File: config.mk
export PLATFORM = sky130hd
export DESIGN_NAME = uart_rx_ctrl
export DESIGN_NICKNAME = d
export VERILOG_FILES = /design/src/rtl/uart_rx_pkg.sv /design/src/rtl/uart_rx_sampler.sv /design/src/rtl/uart_rx_ctrl.sv
export SDC_FILE = /design/constraint.sdc
export NUM_CORES = 1
export LEC_CHECK = 0
export BUFFER_PORTS_ARGS = -buffer_cell sky130_fd_sc_hd__buf_2
export CORE_AREA = 2 2 88 56
export CTS_CLUSTER_DIAMETER = 120
export DETAILED_ROUTE_END_ITERATION = 8
export DIE_AREA = 0 0 90 58
export GPL_TIMING_DRIVEN = 1
export PLACE_DENSITY = 0.68
export SYNTH_ARGS = -nofsm -noshare
export SYNTH_HDL_FRONTEND = slang
export SYNTH_HIERARCHICAL = 1
export SYNTH_SLANG_ARGS = --single-unit
export TNS_END_PERCENT = 30
File: constraint.sdc
create_clock -name clk -period 2.8 [get_ports clk]
set_input_delay 0.14 -clock clk [delete_from_list [all_inputs] [get_ports clk]]
set_output_delay 0.14 -clock clk [all_outputs]
set_load 0.05 [all_outputs]
File: src/rtl/uart_rx_pkg.sv
// uart_rx_pkg: shared state encoding, legal prescale values and
// sample-point offsets for the UART receive controller.
package uart_rx_pkg;

   typedef enum logic [2:0] {
      IDLE   = 3'd0,
      START  = 3'd1,
      DATA   = 3'd2,
      PARITY = 3'd3,
      STOP   = 3'd4
   } state_t;

   localparam logic [5:0] PRESCALE_8  = 6'd8;
   localparam logic [5:0] PRESCALE_16 = 6'd16;
   localparam logic [5:0] PRESCALE_32 = 6'd32;

   // early vote sits at P/2-1, the decision point at P/2+1
   localparam logic [5:0] SMP_EARLY_OFS = 6'd1;
   localparam logic [5:0] SMP_LATE_OFS  = 6'd1;

   function automatic logic prescale_ok(input logic [5:0] p);
      return (p == PRESCALE_8) || (p == PRESCALE_16) ||
             (p == PRESCALE_32);
   endfunction

endpackage

File: src/rtl/uart_rx_sampler.sv
// uart_rx_sampler: per-bit line sampling; RX_MAJORITY_SAMPLE_EN selects
// a 2-of-3 vote around mid-bit, otherwise a single mid-bit sample.
module uart_rx_sampler
   import uart_rx_pkg::*;
(
   input  logic       clk,
   input  logic       reset,
   input  logic       rx_in,
   input  logic [5:0] edge_count,
   input  logic [5:0] P,
   output logic       sampled_bit
);

   logic [5:0] mid;
   logic       s_mid;

   assign mid = P >> 1;

`ifdef RX_MAJORITY_SAMPLE_EN
   logic s_early;

   always_ff @(posedge clk or negedge reset) begin
      if (!reset) begin
         s_early <= 1'b1;
         s_mid   <= 1'b1;
      end else begin
         if (edge_count == mid - SMP_EARLY_OFS) s_early <= rx_in;
         if (edge_count == mid) s_mid <= rx_in;
      end
   end

   // third vote is the live line, captured by the caller at P/2+1
   assign sampled_bit = (s_early & s_mid) | (s_early & rx_in) |
                        (s_mid & rx_in);
`else
   always_ff @(posedge clk or negedge reset) begin
      if (!reset) begin
         s_mid <= 1'b1;
      end else if (edge_count == mid) begin
         s_mid <= rx_in;
      end
   end

   assign sampled_bit = s_mid;
`endif

endmodule

File: src/rtl/uart_rx_ctrl.sv
// uart_rx_ctrl: UART receive FSM driving an external edge/bit counter.
// Sampling method is selected by RX_MAJORITY_SAMPLE_EN (see sampler).
module uart_rx_ctrl
   import uart_rx_pkg::*;
#(
   parameter int DATA_WIDTH = 8
) (
   input  logic                  clk,
   input  logic                  reset,
   input  logic                  rx_in,
   input  logic [5:0]            prescale,
   input  logic                  par_en,
   input  logic                  par_typ,
   input  logic [3:0]            bit_count,
   input  logic [5:0]            edge_count,
   output logic                  count_en,
   output logic [DATA_WIDTH-1:0] p_data,
   output logic                  data_valid,
   output logic                  par_err,
   output logic                  stp_err
);

   state_t                state, nxt;
   logic [5:0]            p_q;
   logic                  par_en_q, par_typ_q;
   logic [DATA_WIDTH-1:0] shift_q;
   logic                  bit_q, par_flag;
   logic                  sampled_bit;
   logic                  bit_end, decide;
   logic                  frame_go, frame_done;

   uart_rx_sampler u_sampler (
      .clk         (clk),
      .reset       (reset),
      .rx_in       (rx_in),
      .edge_count  (edge_count),
      .P           (p_q),
      .sampled_bit (sampled_bit)
   );

   assign bit_end  = edge_count == p_q - 6'd1;
   assign decide   = edge_count == (p_q >> 1) + SMP_LATE_OFS;
   assign count_en = state != IDLE;

   always_ff @(posedge clk or negedge reset) begin
      if (!reset) state <= IDLE;
      else        state <= nxt;
   end

   always_comb begin
      nxt        = state;
      frame_go   = 1'b0;
      frame_done = 1'b0;
      unique case (state)
         IDLE: begin
            if (!rx_in && prescale_ok(prescale)) begin
               nxt      = START;
               frame_go = 1'b1;
            end
         end
         START: begin
            if (bit_end) nxt = bit_q ? IDLE : DATA;
         end
         DATA: begin
            if (bit_end && bit_count == 4'(DATA_WIDTH))
               nxt = par_en_q ? PARITY : STOP;
         end
         PARITY: begin
            if (bit_end) nxt = STOP;
         end
         STOP: begin
            if (bit_end) begin
               nxt        = IDLE;
               frame_done = 1'b1;
            end
         end
         default: nxt = IDLE;
      endcase
   end

   always_ff @(posedge clk or negedge reset) begin
      if (!reset) begin
         p_q        <= '0;
         par_en_q   <= 1'b0;
         par_typ_q  <= 1'b0;
         shift_q    <= '0;
         bit_q      <= 1'b0;
         par_flag   <= 1'b0;
         p_data     <= '0;
         data_valid <= 1'b0;
         par_err    <= 1'b0;
         stp_err    <= 1'b0;
      end else begin
         data_valid <= 1'b0;
         par_err    <= 1'b0;
         stp_err    <= 1'b0;
         if (frame_go) begin
            p_q       <= prescale;
            par_en_q  <= par_en;
            par_typ_q <= par_typ;
            par_flag  <= 1'b0;
         end
         if (state != IDLE && decide) begin
            bit_q <= sampled_bit;
            if (state == DATA) begin
               for (int i = 0; i < DATA_WIDTH; i++)
                  if (bit_count == 4'(i + 1)) shift_q[i] <= sampled_bit;
            end
            if (state == PARITY)
               par_flag <= sampled_bit ^ (^shift_q) ^ par_typ_q;
         end
         // bit_q holds the stop-bit sample on the exit cycle
         if (frame_done) begin
            if (par_flag || !bit_q) begin
               par_err <= par_flag;
               stp_err <= !bit_q;
            end else begin
               data_valid <= 1'b1;
               p_data     <= shift_q;
            end
         end
      end
   end

endmodule

# Yosys cells after proc, flatten, opt, wreduce, memory -nomap -nowiden
# Index checks and enable logic that the tools add are counted.
[totals]
regBits = 33
elab_cells = 89
out_inout_bits = 12
[op_classes]
n_eq_ne = 23
addsub = 2
n_mux = 21
bitwise_logic = 3
reduce_logical = 21
[ops]
columns = ["op", "count"]
rows = [
  ["3-bit AND reduction", 8],
  ["3-bit two-way mux", 6],
  ["4-bit by 3-bit == test with 1-bit output (second input constant)", 4],
  ["3-bit case mux with 5 select lines", 1],
  ["1-bit two-way mux", 13],
  ["6-bit == test", 2],
  ["2-bit inequality test (second input constant)", 5],
  ["4-bit by 2-bit == test with 1-bit output (second input constant)", 2],
  ["8-bit parity", 1],
  ["5-bit by 1-bit adder with 6-bit output (second input constant)", 1],
  ["3-bit by 2-bit == test with 1-bit output (second input constant)", 2],
  ["6-bit by 4-bit == test with 1-bit output (second input constant)", 1],
  ["6-bit by 5-bit == test with 1-bit output", 1],
  ["6-bit by 5-bit == test with 1-bit output (second input constant)", 1],
  ["6-bit == test (second input constant)", 1],
  ["6-bit by 1-bit subtractor with 6-bit output (second input constant)", 1],
  ["5-bit AND reduction", 1],
  ["4-bit by 1-bit == test with 1-bit output (second input constant)", 1],
  ["4-bit == test (second input constant)", 1],
  ["3-bit by 1-bit == test with 1-bit output (second input constant)", 1],
  ["3-bit == test (second input constant)", 1],
  ["1-bit logical AND", 3],
  ["3-bit zero test", 1],
  ["1-bit logical OR", 3],
  ["other kinds (6)", 8],
]

# Logic depth before layout (Yosys ltp)
# Gate-level depths: netlist (run 1).
[logic_depth]
depth_word = 9
mapped_depth = 7

# Hierarchy
# The synthesis (run 1) kept the hierarchy.
[by_module_without_submodules]
columns = ["module", "cells_per_inst", "area_per_inst_um2", "n_inst"]
rows = [
  ["uart_rx_ctrl", 171, 1846.8, 1],
  ["uart_rx_sampler", 9, 97.6, 1],
]

# Worst setup path after synthesis (run 1)
# No wires, ideal clock.
[synth_path]
path_type = "register -> register"
from = "register p_q[1]"
to = "register p_data[0]"
period_less_slack_ns = 2.603
required_time_ns = 2.675
arrival_time_ns = 2.479
path_stages_with_launch = 8
slack_ns = 0.197
cell_sequence = "dfrtp_1 > inv_1 > ha_1 > nand2_1 > or4_4 > a2111oi_4 > nor4b_4 > mux2_2"
[synth_via]
elab_chain_len = 5
[synth_lines]
columns = ["element", "line", "source"]
rows = [
  ["start: declaration", "uart_rx_ctrl.sv:24", "logic [5:0] p_q;"],
  ["start signal: assignment", "uart_rx_ctrl.sv:98", "p_q <= prescale;"],
  ["6-bit by 1-bit subtractor with 6-bit output", "uart_rx_ctrl.sv:41", "assign bit_end = edge_count == p_q - 6'd1;"],
  ["6-bit == test", "uart_rx_ctrl.sv:41", ""],
  ["1-bit two-way mux", "uart_rx_ctrl.sv:72", "if (bit_end) begin"],
  ["1-bit two-way mux", "uart_rx_ctrl.sv:54", "unique case (state)"],
  ["2-bit AND reduction (no line)", "--", ""],
  ["end signal: assignment", "uart_rx_ctrl.sv:119", "p_data <= shift_q;"],
  ["end: declaration", "uart_rx_ctrl.sv:17", "output logic [DATA_WIDTH-1:0] p_data,"],
]
# No other way between the ends.
# A chain may end at the register's enable or synchronous reset.

# Worst setup path after layout (run 1)
[layout_path]
from = "register p_q[0]"
to = "register p_data[6]"
# Same word-level chain as after synthesis.

==> results of run 1 <==
## cell usage after synthesis
library cell / number
sky130_fd_sc_hd__nand3b_1: 1
sky130_fd_sc_hd__or4_4: 1
sky130_fd_sc_hd__nand3_1: 3
sky130_fd_sc_hd__o21ai_0: 5
sky130_fd_sc_hd__o2111ai_1: 1
sky130_fd_sc_hd__nand2b_1: 2
sky130_fd_sc_hd__mux2_1: 1
sky130_fd_sc_hd__clkbuf_1: 6
sky130_fd_sc_hd__nor4b_4: 1
sky130_fd_sc_hd__nor4bb_1: 2
sky130_fd_sc_hd__a2111oi_4: 1
sky130_fd_sc_hd__and2_1: 5
sky130_fd_sc_hd__nor3_1: 5
sky130_fd_sc_hd__nand2_1: 11
sky130_fd_sc_hd__mux2_2: 22
sky130_fd_sc_hd__nor2b_1: 2
sky130_fd_sc_hd__nor4_1: 3
sky130_fd_sc_hd__and3_1: 3
sky130_fd_sc_hd__o211ai_1: 2
sky130_fd_sc_hd__a31oi_1: 3
sky130_fd_sc_hd__a211oi_1: 1
sky130_fd_sc_hd__nand4b_1: 1
sky130_fd_sc_hd__a311oi_1: 1
sky130_fd_sc_hd__inv_1: 9
sky130_fd_sc_hd__or2_2: 2
sky130_fd_sc_hd__or4bb_1: 1
sky130_fd_sc_hd__mux2i_1: 1
sky130_fd_sc_hd__nor2_1: 7
sky130_fd_sc_hd__xnor2_1: 21
sky130_fd_sc_hd__xor2_1: 7
sky130_fd_sc_hd__nor4b_1: 5
sky130_fd_sc_hd__ha_1: 3
sky130_fd_sc_hd__o21bai_1: 1
sky130_fd_sc_hd__nor3_2: 1
sky130_fd_sc_hd__a21oi_1: 2
sky130_fd_sc_hd__a211o_1: 1
sky130_fd_sc_hd__o221ai_1: 1
sky130_fd_sc_hd__dfstp_2: 1
sky130_fd_sc_hd__nand4_1: 2
sky130_fd_sc_hd__dfrtp_1: 32
## worst min-delay path by stage
stage | from | end | slack (ns)
after floorplan | reset | bit_q$_DFFE_PN0N_ | -0.16
after global placement | reset | p_q[0]$_DFFE_PN0P_ | 0.25
after detailed placement | reset | p_q[0]$_DFFE_PN0P_ | 0.24
after CTS | par_typ | par_typ_q$_DFFE_PN0P_ | 0.08
after global routing | par_typ | par_typ_q$_DFFE_PN0P_ | 0.09
final | par_typ | par_typ_q$_DFFE_PN0P_ | 0.08
## per-stage QoR
stage	setup slack (ns)	hold slack, ns
6_report	0.2976	0.08222
5_1_grt	0.1489	0.08546
4_1_cts	0.2887	0.07787
3_5_place_dp	0.3036	0.2427
3_3_place_gp	0.3189	0.2463
2_1_floorplan	0.1967	-0.1556
## kinds of logic after synthesis
logic type	count (synthesis)	share of synthesized area
multiplexers	24	0.1384
AO/OA/AOI/OAI	19	0.07529
flip-flops	33	0.4254
AND/OR/NAND/NOR	58	0.1866
adder cells (fa/ha/maj)	3	0.01931
XOR/XNOR	28	0.1261
buffers and inverters	15	0.02896
## per-layer routing
metal | up-vias | part of all wire
li1 | 720 | -
met2 | 36 | 0.40
met1 | 664 | 0.54
met4 | 0 | 0.0097
met5 | - | 0
met3 | 7 | 0.053
## power by group through the flow
| stage | Clock (mW) | Sequential [mW] | Combinational (mW) |
|---|---|---|---|
| floorplan | 0 | 0.573 | 0.393 |
| global placement | 0 | 0.633 | 0.455 |
| detailed placement | 0 | 0.634 | 0.461 |
| CTS | 0.473 | 0.625 | 0.463 |
| global route | 0.497 | 0.640 | 0.507 |
| finish | 0.463 | 0.627 | 0.462 |
## sequential cells by signal, summed over array words and instances (netlist names)
name                   cells
par_en_q                   1
par_err                    1
state                      3
data_valid                 1
stp_err                    1
p_data                     8
shift_q                    8
par_flag                   1
par_typ_q                  1
bit_q                      1
p_q                        6
u_sampler/sampled_bit      1
## worst reg2reg max path: cells and delay by family (launching register included)
family          cells  cell delay [ns]
compound gates      1             0.35
fa+ha+maj           1             0.22
buf+inv             2             0.30
flops               1             0.43
mux                 1             0.35
simple gates        3             0.75
## placed cells by master, fill, tap and decap left out, drive strengths merged, types with 2 or more instances in the layout
cell type  count
a21oi          2
a31oi          3
and2           5
and3           3
buf           38
clkbuf         7
dfrtp         32
ha             3
inv            9
mux2          23
nand2         11
nand2b         2
nand3          3
nand4          2
nor2           7
nor2b          2
nor3           6
nor4           3
nor4b          6
nor4bb         2
o211ai         2
o21ai          5
or2            2
xnor2         21
xor2           7
## area by class of cell
type / instances / area [sq um]
Clock buffer: 7 / 86.33
Clock inverter: 1 / 30.03
Sequential cell: 33 / 827.0
Fill cell: 411 / 2090
Tap cell: 63 / 78.83
Timing Repair Buffer: 39 / 215.2
Multi-Input combinational cell: 132 / 1061
Inverter: 9 / 33.78
==> metrics.csv, run 1 <==
stage,metric,value,unit
power_and_ir_drop,Reg power frac,0.404,
sta,fin crit period,2.502,ns
cts,insertion delay to the later sink of the worst-skew pair,0.28,ns
die,Boundary Pins,33,
critical_path,crit path DAT,2.67,ns
cts,number of buffers between clock root and the deepest sink,2,
cts,CTS hold repair buffers,1,
synth,mean cell area of the mapped netlist,10.80,sq um
routing,post-DR wirelength/cell,13.74,um
grt,wire length of the first global-routing pass,6713,um
critical_path,"Largest stage delay, worst path",0.43,ns
finish,Finished Layout Cells,284,
placed_design,routability congestion estimate from global placement,0.9027,
die,number of core rows,19,
routing,count of TritonRoute iterations in the first routing pass,4,
finish,NumNets Final,244,
critical_path,worst-path fanout max,9,
routing,number of vias per cell after detailed routing,5.025,
cts,CTS Buf Count,5,
cts,CTS H-tree lvls,2,
grt,GRT met1 Usage,0.2534,
die,Die Span X,90,um
sta,hold violation total from the final report,0,
cts,clock net sink count,33,
placed_design,input/output buffers,32,
synth,library cell with the largest summed area after synthesis,sky130_fd_sc_hd__dfrtp_1,
critical_path,endpoint kind of the worst setup timing path,flip-flop,
outcome,outcome,finished clean,
critical_path,endpoint of the most critical register-to-register path,p_data[6]$_DFFE_PN0P_,
routing,post-detailed-route count of antenna-violating nets,0,
synth,leading post-synthesis cells by cell area,"sky130_fd_sc_hd__dfrtp_1, sky130_fd_sc_hd__mux2_2, sky130_fd_sc_hd__xnor2_1",
sta,max_slew headroom,0.5152,
cts,CTS Root Cell,sky130_fd_sc_hd__clkbuf_8,
grt,GR Util met3,0.04551,
critical_path,startpoint of the worst-slack reg-to-reg timing path,p_q[0]$_DFFE_PN0P_,
power_and_ir_drop,leakage power summed over all cells,1.040,nW
critical_path,number of cells on the critical path,8,
routing,DRC,0,
finish,final core area utilization,0.5274,
cts,post-cts resize count,0,
cts,Post-CTS Setup Repair Bufs,0,
power_and_ir_drop,Logic pwr share,0.298,
sta,Total Neg Setup Slack,0,ns
critical_path,cell with the largest stage delay on the worst path,sky130_fd_sc_hd__dfrtp_1,
cts,clock-pin slew of the registers on the worst-case setup and hold paths,0.07,ns
power_and_ir_drop,Power per Cell Area,665.3,nW/um^2
flow_run,number of violations of the max-capacitance limit,0,
sta,RSZ-0062 raised after global routing,no,
grt,overall track demand over capacity in global routing,0.1658,
grt,via count of the first global-routing pass,1356,
synth,Cell variety after synth,40,
die,starting utilization of the core area,0.4397,
synth,total nets after synthesis,204,
cts,TritonCTS clock tree,built,
power_and_ir_drop,worst ir drop on vdd,0.3379,mV
grt,pin count of the biggest net entering global routing,34,
routing,DRT Wirelength,3903,um
critical_path,Critical Path Source Type,flip-flop,
critical_path,kind of cell adding the most delay to the critical path,simple AND/OR/NAND/NOR gates,
sta,final cycle utilization of the critical path,0.8937,
finish,layout overhead on the synthesized area,19.95,%
finish,total non-filler cell area in the finished layout,2332,sq um
critical_path,flop-to-flop setup slack,0.30,ns
synth,sequential cell area fraction in the yosys report,0.4254,
grt,initial antenna violation count,0,
finish,fraction of layout instances using a drive strength above 1,0.3348,
routing,violation count after the first detailed-route iteration,68,
hold_path,HP Class,primary input to flip-flop,
finish,count of antenna diodes in the layout,0,
placed_design,Final HPWL DP,3005,um
die,height of the die,58,um
critical_path,capturing element of the worst setup path,p_data[6]$_DFFE_PN0P_,
grt,met2 GRT Util,0.2309,
placed_design,placed instance count,275,
power_and_ir_drop,Clock power frac,0.298,
synth,synth warn,6,
synth,instance count of the mapped netlist,180,
sta,number of max-slew violations in the final report,0,
grt,GR Overflow Total,0,
power_and_ir_drop,net switching fraction of the power,0.3393,
sta,worst clock skew,0.006126,ns
power_and_ir_drop,cell internal power dissipation,1.025,mW
critical_path,Bufs and invs on worst path,2,
sta,setup violation total in the final timing report,0,
hold_path,WHS Path Cells,2,
placed_design,total placed instance area,2206,sq um
critical_path,Critical Path Start,p_q[0]$_DFFE_PN0P_,
critical_path,"Worst Path Class, Setup",flip-flop to flip-flop,
routing,total number of vias,1427,
power_and_ir_drop,NetSw,526.4,uW
die,area of the placeable core,4422,sq um
power_and_ir_drop,Final Power,1.552,mW
sta,Worst Max-Slew Pin Slew,0.7272,ns
die,area of the die,5220,sq um
critical_path,worst-case reg-to-reg path depth,8,
synth,netlist area before placement,1944,sq um
synth,post-synth top area share,0.4118,
critical_path,required time reported for the critical path endpoint,2.97,ns
sta,highest achievable clock rate,399.6,MHz
synth,number of register bits inferred by synthesis,33,
critical_path,cells along the critical path,inv_1 -> ha_1 -> nand2_1 -> or4_4 -> a2111oi_4 -> nor4b_4 -> buf_4 -> mux2_2,
grt,most crowded layer after global routing,met1,
Note: power is estimated with default switching activity, not from simulation.
==> inputs of run 2 (changes only) <==
RECOVER_POWER = 100   (was unset)
REMOVE_ABC_BUFFERS = 1   (was unset)
==> run 2 against run 1 <==
Effect of this change: the run now ends with max-capacitance violations, max-slew violations left; hold slack better by 0.0095 ns; flip-flop and latch count unchanged; critical path depth unchanged; final cell count up 0.35%; power fell by 1.2%; non-clock buffer count rose by 1; count of clock-buffer cells in the layout did not move; clock skew fell by 0.0036 ns; design area shrank 1.7%; global-route usage decreased by 0.46 points; sequential power barely moved; register-to-register slack barely moved; largest cell class unchanged; largest power group unchanged.
==> metrics.csv, run 2 (synthesis results as in run 1) <==
stage,metric,value,unit,change
routing,post-DR wirelength/cell,13.73,um,was 13.74 um
finish,fraction of layout instances using a drive strength above 1,0.2477,,was 0.3348
finish,"commonest non-fill, non-tap cell in the layout",sky130_fd_sc_hd__dfrtp_1,,
cts,post-cts resize count,0,,unchanged
die,area of the die,5220,sq um,unchanged
cts,Post-CTS Setup Repair Bufs,0,,unchanged
finish,Register Area,827.0,sq um,unchanged
routing,count of TritonRoute iterations in the first routing pass,4,,unchanged
grt,via count of the first global-routing pass,1340,,was 1356
sta,worst clock skew,0.002526,ns,was 0.006126 ns
routing,total number of vias,1411,,was 1427
sta,fin crit period,2.489,ns,was 2.502 ns
finish,area taken by multi-input logic gates,1037,sq um,was 1061 sq um
finish,layout filler cell count,436,,was 411
sta,highest achievable clock rate,401.7,MHz,was 399.6 MHz
critical_path,cell with the largest stage delay on the worst path,sky130_fd_sc_hd__or4_1,,was sky130_fd_sc_hd__dfrtp_1
power_and_ir_drop,Power per Cell Area,669.1,nW/um^2,was 665.3 nW/um^2
grt,overall track demand over capacity in global routing,0.1613,,was 0.1658
critical_path,worst-case reg-to-reg path depth,8,,unchanged
hold_path,WHS Path Cells,2,,unchanged
die,Die Span X,90,um,unchanged
grt,GR Overflow Total,0,,unchanged
critical_path,required time reported for the critical path endpoint,2.97,ns,about the same
power_and_ir_drop,worst ir drop on vdd,0.2777,mV,was 0.3379 mV
finish,most frequent cells in the layout,"sky130_fd_sc_hd__dfrtp_1, sky130_fd_sc_hd__xnor2_1, sky130_fd_sc_hd__mux2_2",,"was sky130_fd_sc_hd__dfrtp_1, sky130_fd_sc_hd__buf_2, sky130_fd_sc_hd__mux2_2"
critical_path,crit path DAT,2.66,ns,was 2.67 ns
finish,Finished Layout Cells,285,,was 284
finish,Regs by FF count,"p_data (8), shift_q (8), p_q (6)",,unchanged
sta,hold violation total from the final report,0,,unchanged
placed_design,placed instance count,276,,was 275
routing,post-detailed-route count of antenna-violating nets,0,,unchanged
routing,violation count after the first detailed-route iteration,55,,was 68
critical_path,Critical Path Source Type,flip-flop,,unchanged
critical_path,Bufs and invs on worst path,2,,unchanged
sta,RSZ-0062 raised after global routing,no,,unchanged
finish,total non-filler cell area in the finished layout,2292,sq um,was 2332 sq um
die,height of the die,58,um,unchanged
placed_design,input/output buffers,32,,unchanged
placed_design,total placed instance area,2213,sq um,was 2206 sq um
routing,number of vias per cell after detailed routing,4.951,,was 5.025
cts,TritonCTS clock tree,built,,unchanged
die,number of core rows,19,,unchanged
cts,CTS H-tree lvls,2,,unchanged
sta,Total Neg Setup Slack,0,ns,unchanged
routing,DRC,0,,unchanged
outcome,failing checks,"max-capacitance violations, max-slew violations",,
critical_path,worst-path fanout max,9,,unchanged
sta,Worst Max-Slew Pin Slew,1.764,ns,was 0.7272 ns
die,area of the placeable core,4422,sq um,unchanged
die,starting utilization of the core area,0.4397,,unchanged
cts,insertion delay to the later sink of the worst-skew pair,0.28,ns,about the same
cts,CTS Root Cell,sky130_fd_sc_hd__clkbuf_8,,unchanged
sta,setup violation total in the final timing report,0,,unchanged
sta,number of max-slew violations in the final report,34,,was 0
critical_path,endpoint kind of the worst setup timing path,flip-flop,,unchanged
grt,initial antenna violation count,0,,unchanged
die,Boundary Pins,33,,unchanged
finish,layout overhead on the synthesized area,17.89,%,was 19.95%
critical_path,cells along the critical path,inv_1 -> ha_1 -> nand2_1 -> or4_1 -> a2111oi_4 -> nor4b_1 -> buf_4 -> mux2_2,,was inv_1 -> ha_1 -> nand2_1 -> or4_4 -> a2111oi_4 -> nor4b_4 -> buf_4 -> mux2_2
cts,CTS Buf Count,5,,unchanged
hold_path,Hold Startpoint,par_typ,,unchanged
placed_design,routability congestion estimate from global placement,0.7694,,was 0.9027
cts,clock-pin slew of the registers on the worst-case setup and hold paths,0.07,ns,about the same
finish,NumNets Final,245,,was 244
sta,max_slew headroom,-0.1761,,was 0.5152
critical_path,number of cells on the critical path,8,,unchanged
routing,DRT Wirelength,3914,um,was 3903 um
finish,final core area utilization,0.5184,,was 0.5274
placed_design,Final HPWL DP,3024,um,was 3005 um
critical_path,startpoint of the worst-slack reg-to-reg timing path,p_q[0]$_DFFE_PN0P_,,unchanged
sta,final cycle utilization of the critical path,0.8890,,was 0.8937
hold_path,HP Class,primary input to flip-flop,,unchanged
finish,count of antenna diodes in the layout,0,,unchanged
cts,number of buffers between clock root and the deepest sink,2,,unchanged
power_and_ir_drop,Final Power,1.534,mW,was 1.552 mW
grt,pin count of the biggest net entering global routing,34,,unchanged
outcome,outcome,finished with violations,,was finished clean
critical_path,kind of cell adding the most delay to the critical path,simple AND/OR/NAND/NOR gates,,unchanged
critical_path,Critical Path Start,p_q[0]$_DFFE_PN0P_,,unchanged
critical_path,"Largest stage delay, worst path",0.45,ns,was 0.43 ns
cts,clock net sink count,33,,unchanged
critical_path,"Worst Path Class, Setup",flip-flop to flip-flop,,unchanged
power_and_ir_drop,leakage power summed over all cells,0.9785,nW,was 1.040 nW
flow_run,number of violations of the max-capacitance limit,1,,was 0
grt,wire length of the first global-routing pass,6555,um,was 6713 um
## run 2: changes by cell type in the layout (fill, tap and decap cells not counted), moves of 2 or more
cell	previous run	this run
sky130_fd_sc_hd__clkbuf_1	1	16
sky130_fd_sc_hd__buf_2	32	19
sky130_fd_sc_hd__and2_1	5	3
sky130_fd_sc_hd__and2_0	0	2
## run 2: cell type report
| type | instances | area share |
|---|---|---|
| well taps | 63 | 0.03439 |
| inverters | 9 | 0.01474 |
| multi-input cells | 132 | 0.4525 |
| flip-flops and latches | 33 | 0.3608 |
| clock inverters | 1 | 0.01310 |
| repair buffers | 40 | 0.08679 |
| clock buffers | 7 | 0.03766 |
## run 2: path summary, 6_finish.rpt
kind	end	slack (ns)
max	p_data[6]$_DFFE_PN0P_	0.31
min	par_typ_q$_DFFE_PN0P_	0.09
max reg2reg	p_data[6]$_DFFE_PN0P_	0.31
min reg2reg	stp_err$_DFF_PN0_	0.45
max in group asynchronous	p_q[0]$_DFFE_PN0P_	0.92
min in group asynchronous	p_data[0]$_DFFE_PN0P_	0.87
## run 2: metal layers
| layer | routed length, um | GRT usage | vias to the layer above | share of wire |
|---|---|---|---|---|
| met5 | 0 | 0 | - | 0 |
| met2 | 1614 | 0.2213 | 25 | 0.41 |
| met3 | 143 | 0.03511 | 2 | 0.037 |
| li1 | - | - | 720 | - |
| met4 | 22 | 0.05934 | 0 | 0.0056 |
| met1 | 2134 | 0.2490 | 664 | 0.55 |
## run 2: stage by stage
stage          setup slack [ns]  hold slack, ns
6_report                 0.3107         0.09173
2_1_floorplan            0.1967         -0.1556
3_3_place_gp             0.4153          0.2416
4_1_cts                  0.3434         0.08786
5_1_grt                  0.1162         0.08714
3_5_place_dp             0.3602          0.2410
## run 2: report_power, final
group          switching (mW)  leakage (nW)  internal, mW  total [mW]
Clock                   0.168        0.0585         0.290       0.458
Combinational           0.254         0.469         0.193       0.448
Sequential             0.0959         0.452         0.533       0.629
## run 2: worst register-to-register path, cell delays in order (launching register included)
cell and delay, ns:
sky130_fd_sc_hd__dfrtp_1 0.42, sky130_fd_sc_hd__inv_1 0.07, sky130_fd_sc_hd__ha_1 0.21, sky130_fd_sc_hd__nand2_1 0.06, sky130_fd_sc_hd__or4_1 0.45, sky130_fd_sc_hd__a2111oi_4 0.31, sky130_fd_sc_hd__nor4b_1 0.27, sky130_fd_sc_hd__buf_4 0.24
sky130_fd_sc_hd__mux2_2 0.35
## run 2: timing repair
action	4_1_cts	5_1_grt
setup endpoints to repair	0	0
hold buffers	1	0
endpoints found under the hold margin	32	0
==> inputs of run 3 (changes only) <==
CORE_AREA = 2 2 87 56   (was 2 2 88 56)
DIE_AREA = 0 0 89 58   (was 0 0 90 58)
PLACE_DENSITY = 0.67   (was 0.68)
SYNTH_HIERARCHICAL = unset   (was 1)
==> run 3 against run 2 <==
Effect of this change: the flow still finishes with violations (max-capacitance violations, max-slew violations); global-route usage increased by 1.3 points; non-clock buffer count shrank 2; power increased by 20%; sequential power grew 14%; core utilization fell by 1.2 points; register-to-register slack worse by 0.02 ns; hold slack lost 0.026 ns; clock skew up 0.0036 ns; setup slack worse by 0.022 ns; clock power shrank 22%; maximum frequency shrank 0.87%; combinational power grew 70%; critical path type unchanged; critical endpoint is now p_data[2]$_DFFE_PN0P_; highest routed layer unchanged.
==> metrics.csv, run 3 <==
stage,metric,value,unit,change
placed_design,routability congestion estimate from global placement,0.8547,,was 0.7694
synth,"count leader, synth",sky130_fd_sc_hd__dfrtp_1,,unchanged
finish,total non-filler cell area in the finished layout,2215,sq um,was 2292 sq um
cts,CTS H-tree lvls,2,,unchanged
die,height of the die,58,um,unchanged
grt,via count of the first global-routing pass,1427,,was 1340
routing,count of TritonRoute iterations in the first routing pass,4,,unchanged
synth,leading post-synthesis cells by cell area,"sky130_fd_sc_hd__dfrtp_1, sky130_fd_sc_hd__mux2_2, sky130_fd_sc_hd__xnor2_1",,unchanged
sta,max_slew headroom,-0.1783,,was -0.1761
power_and_ir_drop,leakage power summed over all cells,0.9578,nW,was 0.9785 nW
synth,Cell variety after synth,42,,was 40
finish,most frequent cells in the layout,"sky130_fd_sc_hd__dfrtp_1, sky130_fd_sc_hd__mux2_2, sky130_fd_sc_hd__xnor2_1, sky130_fd_sc_hd__buf_2, sky130_fd_sc_hd__clkbuf_1",,"was sky130_fd_sc_hd__dfrtp_1, sky130_fd_sc_hd__xnor2_1, sky130_fd_sc_hd__mux2_2"
power_and_ir_drop,worst ir drop on vdd,0.4152,mV,was 0.2777 mV
synth,sequential cell area fraction in the yosys report,0.4372,,was 0.4254
sta,final cycle utilization of the critical path,0.8968,,was 0.8890
sta,worst clock skew,0.006173,ns,was 0.002526 ns
critical_path,Bufs and invs on worst path,2,,unchanged
critical_path,required time reported for the critical path endpoint,2.96,ns,was 2.97 ns
cts,Post-CTS Setup Repair Bufs,0,,unchanged
placed_design,total placed instance area,2141,sq um,was 2213 sq um
sta,fin crit period,2.511,ns,was 2.489 ns
cts,number of buffers between clock root and the deepest sink,2,,unchanged
placed_design,input/output buffers,32,,unchanged
cts,CTS Buf Count,5,,unchanged
synth,post-synth top area share,0.4233,,was 0.4118
die,area of the die,5162,sq um,was 5220 sq um
synth,number of register bits inferred by synthesis,33,,unchanged
sta,fin worst setup slack,0.2889,ns,was 0.3107 ns
sta,hold violation total from the final report,0,,unchanged
grt,initial antenna violation count,0,,unchanged
cts,post-cts resize count,0,,unchanged
grt,GR Overflow Total,0,,unchanged
flow_run,number of violations of the max-capacitance limit,1,,unchanged
outcome,failing checks,"max-capacitance violations, max-slew violations",,unchanged
grt,overall track demand over capacity in global routing,0.1742,,was 0.1613
critical_path,cell with the largest stage delay on the worst path,sky130_fd_sc_hd__dfrtp_1,,was sky130_fd_sc_hd__or4_1
sta,RSZ-0062 raised after global routing,no,,unchanged
synth,leading post-synthesis cells by instance count,"sky130_fd_sc_hd__dfrtp_1, sky130_fd_sc_hd__mux2_2, sky130_fd_sc_hd__xnor2_1",,unchanged
critical_path,Critical Path Source Type,flip-flop,,unchanged
critical_path,worst-path fanout max,8,,was 9
finish,NumNets Final,243,,was 245
placed_design,Final HPWL DP,2926,um,was 3024 um
routing,number of vias per cell after detailed routing,5.106,,was 4.951
routing,DRC,0,,unchanged
power_and_ir_drop,Final Power,1.834,mW,was 1.534 mW
sta,Total Neg Setup Slack,0,ns,unchanged
cts,TritonCTS clock tree,built,,unchanged
die,Boundary Pins,33,,unchanged
sta,number of max-slew violations in the final report,34,,unchanged
synth,instance count of the mapped netlist,179,,was 180
synth,netlist area before placement,1892,sq um,was 1944 sq um
finish,Regs by FF count,"p_data (8), shift_q (8), p_q (6)",,unchanged
die,Die Span X,89,um,was 90 um
routing,DRT Wirelength,3895,um,was 3914 um
outcome,outcome,finished with violations,,unchanged
grt,wire length of the first global-routing pass,6803,um,was 6555 um
critical_path,cells along the critical path,inv_1 -> ha_1 -> xnor2_1 -> a211oi_1 -> o21ai_0 -> nor4_4 -> clkbuf_2 -> mux2_2,,was inv_1 -> ha_1 -> nand2_1 -> or4_1 -> a2111oi_4 -> nor4b_1 -> buf_4 -> mux2_2
synth,mean cell area of the mapped netlist,10.57,sq um,was 10.80 sq um
routing,total number of vias,1440,,was 1411
finish,"commonest non-fill, non-tap cell in the layout",sky130_fd_sc_hd__dfrtp_1,,unchanged
routing,violation count after the first detailed-route iteration,51,,was 55
cts,clock-pin slew of the registers on the worst-case setup and hold paths,0.07,ns,about the same
synth,library cell with the largest summed area after synthesis,sky130_fd_sc_hd__dfrtp_1,,unchanged
grt,pin count of the biggest net entering global routing,34,,unchanged
critical_path,endpoint kind of the worst setup timing path,flip-flop,,unchanged
synth,synth warn,0,,was 6
die,area of the placeable core,4374,sq um,was 4422 sq um
sta,setup violation total in the final timing report,0,,unchanged
finish,layout overhead on the synthesized area,17.06,%,was 17.89%
finish,fraction of layout instances using a drive strength above 1,0.2603,,was 0.2477
critical_path,crit path DAT,2.67,ns,was 2.66 ns
placed_design,placed instance count,274,,was 276
cts,clock net sink count,33,,unchanged
critical_path,"Largest stage delay, worst path",0.43,ns,was 0.45 ns
sta,highest achievable clock rate,398.2,MHz,was 401.7 MHz
critical_path,"Worst Path Class, Setup",flip-flop to flip-flop,,unchanged
synth,post-synthesis async set-or-reset flop share,1.000,,unchanged
power_and_ir_drop,Power per Cell Area,828.2,nW/um^2,was 669.1 nW/um^2
hold_path,HP Class,primary input to flip-flop,,unchanged
synth,"EDFF count, synth",0,,unchanged
finish,Finished Layout Cells,282,,was 285
critical_path,kind of cell adding the most delay to the critical path,compound AO/OA/AOI/OAI gates,,was simple AND/OR/NAND/NOR gates
synth,top flip-flop cell by instance count after synthesis,sky130_fd_sc_hd__dfrtp_1,,unchanged
finish,count of antenna diodes in the layout,0,,unchanged
cts,CTS Root Cell,sky130_fd_sc_hd__clkbuf_8,,unchanged
die,number of core rows,19,,unchanged
cts,insertion delay to the later sink of the worst-skew pair,0.28,ns,about the same
routing,post-DR wirelength/cell,13.81,um,was 13.73 um
sta,Worst Max-Slew Pin Slew,1.767,ns,was 1.764 ns
routing,post-detailed-route count of antenna-violating nets,0,,unchanged
placed_design,Setup WS pre-CTS,0.3988,ns,was 0.3602 ns
die,starting utilization of the core area,0.4325,,was 0.4397
-- run 3: cell types whose count changed in the layout (fill, tap and decap cells not counted), moves of 3 or more --
cell	change
sky130_fd_sc_hd__and3_1	-3
sky130_fd_sc_hd__and2_1	-3
sky130_fd_sc_hd__o21ai_0	+4
sky130_fd_sc_hd__nor2_1	+5
sky130_fd_sc_hd__nor4b_1	-3
sky130_fd_sc_hd__nor4_1	+5
-- run 3: kinds of logic after synthesis --
| family | Yosys count | synth area share |
|---|---|---|
| xor+xnor | 24 | 0.1111 |
| mux | 21 | 0.1243 |
| compound gates | 25 | 0.09326 |
| buf+inv | 15 | 0.03439 |
| flops | 33 | 0.4372 |
| fa+ha+maj | 3 | 0.01984 |
| simple gates | 58 | 0.1799 |
-- run 3: final timing paths --
check	from	to	slack, ns	cells after the start
setup reg to reg	p_q[0]$_DFFE_PN0P_	p_data[2]$_DFFE_PN0P_	0.29	8
setup / recovery	p_q[0]$_DFFE_PN0P_	p_data[2]$_DFFE_PN0P_	0.29	8
hold reg to reg	bit_q$_DFFE_PN0N_	stp_err$_DFF_PN0_	0.50	1
min in group asynchronous	reset	par_en_q$_DFFE_PN0P_	0.87	2
hold / removal	par_en	par_en_q$_DFFE_PN0P_	0.07	3
max in group asynchronous	reset	shift_q[2]$_DFFE_PN0P_	0.90	2
-- run 3: cell type report --
class                      count  area, sq um
fill                         452         2160
multi-input combinational    131        999.7
sequential                    33        827.0
timing repair buffer          38        185.2
clock buffer                   7        86.33
tap                           63        78.83
inverter                      10        37.54
-- run 3: report_power, final --
part | leakage (nW) | internal, mW | switching (mW) | total, mW
clock network | 0.0443 | 0.195 | 0.161 | 0.356
registers | 0.440 | 0.568 | 0.147 | 0.715
logic | 0.474 | 0.340 | 0.422 | 0.763
-- run 3: layer usage --
metal	GRT usage	vias up	share of wire
li1	-	720	-
met1	0.2647	688	0.54
met2	0.2388	27	0.41
met3	0.04986	5	0.051
met4	0.05757	0	0.0051
met5	0	-	0
-- run 3: metrics by stage --
step           hold slack, ns    util
2_1_floorplan         -0.1556       -
3_3_place_gp           0.2525  0.4894
3_5_place_dp           0.2506  0.4894
4_1_cts               0.05760  0.5114
5_1_grt               0.08461  0.5063
6_report              0.06535  0.5063
-- run 3: worst reg2reg max path: cells and delay by family, from the launching register on --
kind | cells | cell delay (ns)
buffers and inverters | 2 | 0.35
adders and majority gates | 1 | 0.31
and+or+nand+nor | 1 | 0.31
xor gates and xnor gates | 1 | 0.14
AOI/OAI and AO/OA | 2 | 0.49
muxes | 1 | 0.37
DFF | 1 | 0.43
-- run 3: timing repair --
action | CTS | global route
hold buffers | 1 | 0
endpoints found under the setup margin | 0 | 0
hold endpoints to repair | 32 | 0
